--- src/rtl/uart_rx_fifo.sv ---
// uart_rx_fifo: 16x oversampled UART receiver with majority vote, break detect and receive FIFO
module uart_rx_fifo #(
  parameter int DATA_W     = 8,
  parameter int FIFO_DEPTH = 16,
  parameter int DIV_W      = 16
) (
  input  logic                          i_clk,
  input  logic                          i_rst,
  input  logic                          i_en,
  input  logic [DIV_W-1:0]              i_div,
  input  logic                          i_parity_en,
  input  logic                          i_parity_odd,
  input  logic                          i_stop2,
  input  logic                          i_rx,
  output logic [DATA_W-1:0]             o_data,
  output logic                          o_perr,
  output logic                          o_ferr,
  output logic                          o_valid,
  input  logic                          i_ready,
  output logic [$clog2(FIFO_DEPTH):0]   o_level,
  output logic                          o_overrun,
  input  logic                          i_clr_err,
  output logic                          o_break,
  output logic                          o_busy
);
  localparam int AW = $clog2(FIFO_DEPTH);
  localparam int EW = DATA_W + 2;
  typedef enum logic [2:0] {IDLE, START, DATA, PARITY, STOP} state_t;
  state_t state, state_n;
  logic s1, s2, s3;
  logic [DIV_W-1:0] tcnt;
  logic [3:0] sub;
  logic [2:0] bcnt;
  logic v7, v8, pbit, stop1;
  logic [DATA_W-1:0] shreg;
  logic tick, s9, s15, maj, fall, last, fstop, ferr, perr, is_break, push, pop, full, wr;
  logic [EW-1:0] mem [FIFO_DEPTH];
  logic [AW-1:0] wp, rp;
  assign fall     = s3 & ~s2;
  assign tick     = (state != IDLE) && (tcnt >= i_div);
  assign s9       = tick && sub == 4'd9;
  assign s15      = tick && sub == 4'd15;
  assign maj      = (v7 & v8) | (v7 & s2) | (v8 & s2);
  assign last     = state == STOP && s9 && (!i_stop2 || bcnt[0]);
  assign fstop    = i_stop2 ? stop1 : maj;
  assign ferr     = ~maj | (i_stop2 & ~stop1);
  assign perr     = i_parity_en & ((^shreg ^ pbit) != i_parity_odd);
  assign is_break = last && shreg == '0 && !(i_parity_en && pbit) && !fstop;
  assign push     = last && !is_break;
  assign o_valid  = o_level != '0;
  assign pop      = o_valid & i_ready;
  assign full     = o_level == (AW+1)'(FIFO_DEPTH);
  assign wr       = push & (~full | pop);
  assign o_busy   = state != IDLE;
  assign {o_ferr, o_perr, o_data} = o_valid ? mem[rp] : '0;
  // frame state register
  always_ff @(posedge i_clk or posedge i_rst) begin
    if (i_rst) state <= IDLE;
    else       state <= state_n;
  end
  // frame sequencing: start qualification, data, optional parity, stop bits
  always_comb begin
    state_n = state;
    if (!i_en) state_n = IDLE;
    else case (state)
      IDLE:    state_n = fall ? START : IDLE;
      START:   state_n = (s9 && maj) ? IDLE : s15 ? DATA : START;
      DATA:    state_n = (s15 && bcnt == 3'(DATA_W-1)) ? (i_parity_en ? PARITY : STOP) : DATA;
      PARITY:  state_n = s15 ? STOP : PARITY;
      STOP:    state_n = last ? IDLE : STOP;
      default: state_n = IDLE;
    endcase
  end
  // synchroniser, oversample counters, vote samples and shift register
  always_ff @(posedge i_clk or posedge i_rst) begin
    if (i_rst) begin
      {s1, s2, s3} <= 3'b111;
      tcnt <= '0;
      sub <= '0;
      bcnt <= '0;
      {v7, v8, pbit, stop1} <= '0;
      shreg <= '0;
    end else begin
      s1 <= i_rx;
      s2 <= s1;
      s3 <= s2;
      if (state == IDLE || state_n == IDLE) begin
        tcnt <= '0;
        sub <= '0;
        bcnt <= '0;
      end else begin
        tcnt <= tick ? '0 : tcnt + 1'b1;
        if (tick) sub <= sub + 1'b1;
        if (tick && sub == 4'd7) v7 <= s2;
        if (tick && sub == 4'd8) v8 <= s2;
        if (s9 && state == DATA) shreg <= {maj, shreg[DATA_W-1:1]};
        if (s9 && state == PARITY) pbit <= maj;
        if (s9 && state == STOP) stop1 <= maj;
        if (s15 && state == DATA) bcnt <= bcnt == 3'(DATA_W-1) ? 3'd0 : bcnt + 1'b1;
        if (s15 && state == STOP) bcnt <= 3'd1;
      end
    end
  end
  // FIFO pointers, level, sticky overrun and break pulse
  always_ff @(posedge i_clk or posedge i_rst) begin
    if (i_rst) begin
      wp <= '0;
      rp <= '0;
      o_level <= '0;
      o_overrun <= 1'b0;
      o_break <= 1'b0;
    end else begin
      o_break <= is_break;
      if (wr) wp <= wp + 1'b1;
      if (pop) rp <= rp + 1'b1;
      o_level <= o_level + (AW+1)'(wr) - (AW+1)'(pop);
      o_overrun <= (push & full & ~pop) | (o_overrun & ~i_clr_err);
    end
  end
  // FIFO storage of {ferr, perr, data}
  always_ff @(posedge i_clk) begin
    if (wr) mem[wp] <= {ferr, perr, shreg};
  end
endmodule

--- config.mk ---
export PLATFORM = sky130hd
export DESIGN_NAME = uart_rx_fifo
export DESIGN_NICKNAME = d
export VERILOG_FILES = /design/src/rtl/uart_rx_fifo.sv
export SDC_FILE = /design/constraint.sdc
export NUM_CORES = 1
export LEC_CHECK = 0
export BUFFER_PORTS_ARGS = -buffer_cell sky130_fd_sc_hd__buf_4
export CAP_MARGIN = 25
export CORE_MARGIN = 1.5
export CORE_UTILIZATION = 50
export DETAILED_ROUTE_END_ITERATION = 8
export GPL_ROUTABILITY_DRIVEN = 1
export GPL_TIMING_DRIVEN = 0
export PLACE_DENSITY = 0.68
export SLEW_MARGIN = 30
export SYNTH_ARGS = -nofsm -noshare
export SYNTH_HDL_FRONTEND = slang
export SYNTH_SLANG_ARGS = --single-unit
--- constraint.sdc ---
create_clock -name i_clk -period 3.5 [get_ports i_clk]
set_input_delay 0.35 -clock i_clk [delete_from_list [all_inputs] [get_ports i_clk]]
set_output_delay 0.35 -clock i_clk [all_outputs]
set_load 0.03 [all_outputs]
==> results.cfg <==
[setup_path]
slowest_delay_ps = 600
critPathKind = flip-flop to output port
critPathMostFrequentCell = mux4_2
arrival_ps = 3000
path_cells = clkbuf_1 > clkbuf_4 > mux4_2 > mux4_2 > and2_1 > buf_4
cp.required_ps = 3150
crit_slowest_cell = mux4_2
path_max_fanout = 10
start_kind = flip-flop
worstReg2RegStart = tcnt[7]
critPathLaunch = rp[0]
cp-end-kind = output port

[pwr]
leakagePower_nw = 3.86
ir_drop_mv = 0.373
powerDensity_nw_per_um2 = 568
finalPower_mw = 6.48

[place]
place.gp.congestion = 0.867
place_area_um2 = 10500
dpl.hpwl_um = 13900
port_buffers = 43
dp.cells = 930

[layout]
final_common_cell = edfxtp_1
fillCellCount = 1441
stdcell_count = 979
final_area_um2 = 11400
area_growth_pct = 17.3
nets = 766
antenna_cells = 0
mostFrequentLayoutCells = edfxtp_1 (160), buf_4 (53), inv_1 (51), mux4_2 (50), dfrtp_1 (44)
drive_gt1_share_pct = 26.3

[timing]
tns_ps = 0
fmaxAchievable_mhz = 299
hold_violations = 0
final-max-slew-violation-count = 0
tightest_slew_ps = 852
layout_min_cycle_time_ps = 3350
max_slew_margin_pct = 43.1
rsz0062_at_grt = no
min_period_over_period_pct = 95.6
finalSetupViolCount = 0
clock_skew_ps = 10.6

[flow_run]
max_cap_violations = 0

[global_route]
grt_max_degree = 49
antenna_found_initial = 0
gr-total-overflow = 0
grt_pass1_vias = 5667
grt_usage_pct = 20.8
grt_first_pass_wirelength_um = 31400

[synth]
synth_fp_nets = 685
synth_seq_cells = 216
synth_flop_cell = edfxtp_1
syn_area_um2 = 9720
ys_async_sr_fraction_pct = 25.9
synth_area_per_cell_um2 = 15.6
synth-seq-area-share_pct = 63.9
postSynthCellCount = 622
synth_cell_types = 63
synth_edf_count = 160
yosysWarningCount = 0

[die]
io_pins = 44
die_w_um = 142
die_h_um = 142
rows = 50
dieArea_um2 = 20300
start_util_pct = 51.4
core_um2 = 18900

[detailed_routing]
drt-wirelength-per-cell_um = 20.8
dr.pass1.iters = 4
drcViolationCount = 0
vias_per_cell = 5.66
postRouteAntennaNets = 0
routed_wl_um = 20300
drtIter0Drc = 379
num_vias = 5539

[cts]
path_clk_slew_ps = 60
cts.sinks = 216
clk_latency_ps = 500
numCtsBuffers = 23
cts-root-buf = clkbuf_16
cts_tree = yes
htree_levels = 1
cts_buffer_depth = 3

[worst_hold_path]
hp-start = i_clr_err
hp-class = input pin to flip-flop

[status]
status = completed
## critical path: cells and delay by family (launching register included)
family / cells / cell delay (ps)
and+or+nand+nor: 1 / 180
muxes: 2 / 1100
DFF: 1 / 350
buffers and inverters: 3 / 850
## stage by stage
| step | util, % | hold slack (ps) | setup slack (ps) |
|---|---|---|---|
| finish | 60.4 | 37.0 | 153 |
| detailed placement | 55.3 | 267 | -415 |
| CTS | 59.7 | 22.4 | 0.652 |
| floorplan | - | 345 | 109 |
| global route | 60.4 | 28.9 | 1.30 |
| global placement | 54.9 | 347 | -639 |
## power breakdown
| part | internal [mW] | switching, mW |
|---|---|---|
| clock | 1.45 | 0.983 |
| combinational | 0.528 | 0.671 |
| sequential | 2.79 | 0.0550 |
| total | 4.77 | 1.71 |
## state kept, by name, summed over array words and instances (netlist names), 3 cells and up
| signal | cells |
|---|---|
| shreg | 8 |
| tcnt | 16 |
| sub | 4 |
| rp | 4 |
| wp | 4 |
| bcnt | 3 |
| o_level | 5 |
| mem | 160 |
| state | 3 |
## cells in the mapped netlist (2+ instances only)
master,number,area share [%]
nand4_1,9,0.58
nand2_1,37,1.4
o21ai_0,5,0.26
nor2b_1,2,0.13
o22ai_1,2,0.13
edfxtp_1,160,49
o31ai_1,4,0.31
and3_1,5,0.32
mux4_2,50,12
and2_1,21,1.4
buf_2,7,0.36
mux2_1,4,0.46
nor3_1,10,0.51
nand3_1,8,0.41
nor3b_1,3,0.23
o41a_1,2,0.23
o21a_1,2,0.15
and3b_1,2,0.18
nor2_1,14,0.54
ha_1,37,4.8
buf_1,6,0.23
mux2i_1,8,0.82
nand3b_1,2,0.15
a21oi_1,29,1.5
nor4_1,2,0.13
inv_1,52,2.0
xnor2_1,22,2.0
dfrtp_1,53,14
or3_1,2,0.13
clkbuf_1,12,0.46
a21o_1,3,0.23
xor2_1,9,0.81
or4_1,3,0.23
dfstp_2,3,0.81
a22oi_1,4,0.31
## metal layers
layer	GRT usage [%]	part of all wire (%)
met4	4.61	1.6
met2	35.6	50
met3	3.43	5.0
met5	0	0
met1	28.1	43
## timing repair
action	4_1_cts	5_1_grt
endpoints found under the hold margin	9	0
resized for setup	23	18
buffers inserted	2	4
pin swaps	2	3
hold buffers	2	0
setup endpoints to repair	114	21
## path summary, 6_finish.rpt
path                               to  slack, ps  depth (start not counted)
max                         o_data[5]        150                          6
min                         o_overrun         40                          2
max reg2reg                 mem[4][8]        200                         10
min reg2reg                        s2        360                          0
max in group asynchronous          s1       2630                          4
min in group asynchronous  o_level[2]        330                          3
## cell type report
cell class                 instances  area (um2)  share of cell area, %
buffer                            25         121                   1.06
clock buffer                      26         597                   5.23
clock inverter                    15         163                   1.43
inverter                          52         198                   1.73
multi-input combinational        329        3330                   29.2
sequential                       216        6220                   54.6
tap                              260         325                   2.85
timing repair buffer              56         445                   3.91
## cell families (layout without fill, tap and decap cells)
group / after synthesis / count (layout) / share of synthesized area (%)
simple gates: 128 / 128 / 7.17
fa+ha+maj: 39 / 39 / 5.07
xor+xnor: 31 / 31 / 2.79
flops: 216 / 216 / 63.9
compound gates: 67 / 67 / 4.87
mux: 64 / 64 / 13.1
buf+inv: 77 / 174 / 3.06
(Power assumes the default switching activity.)
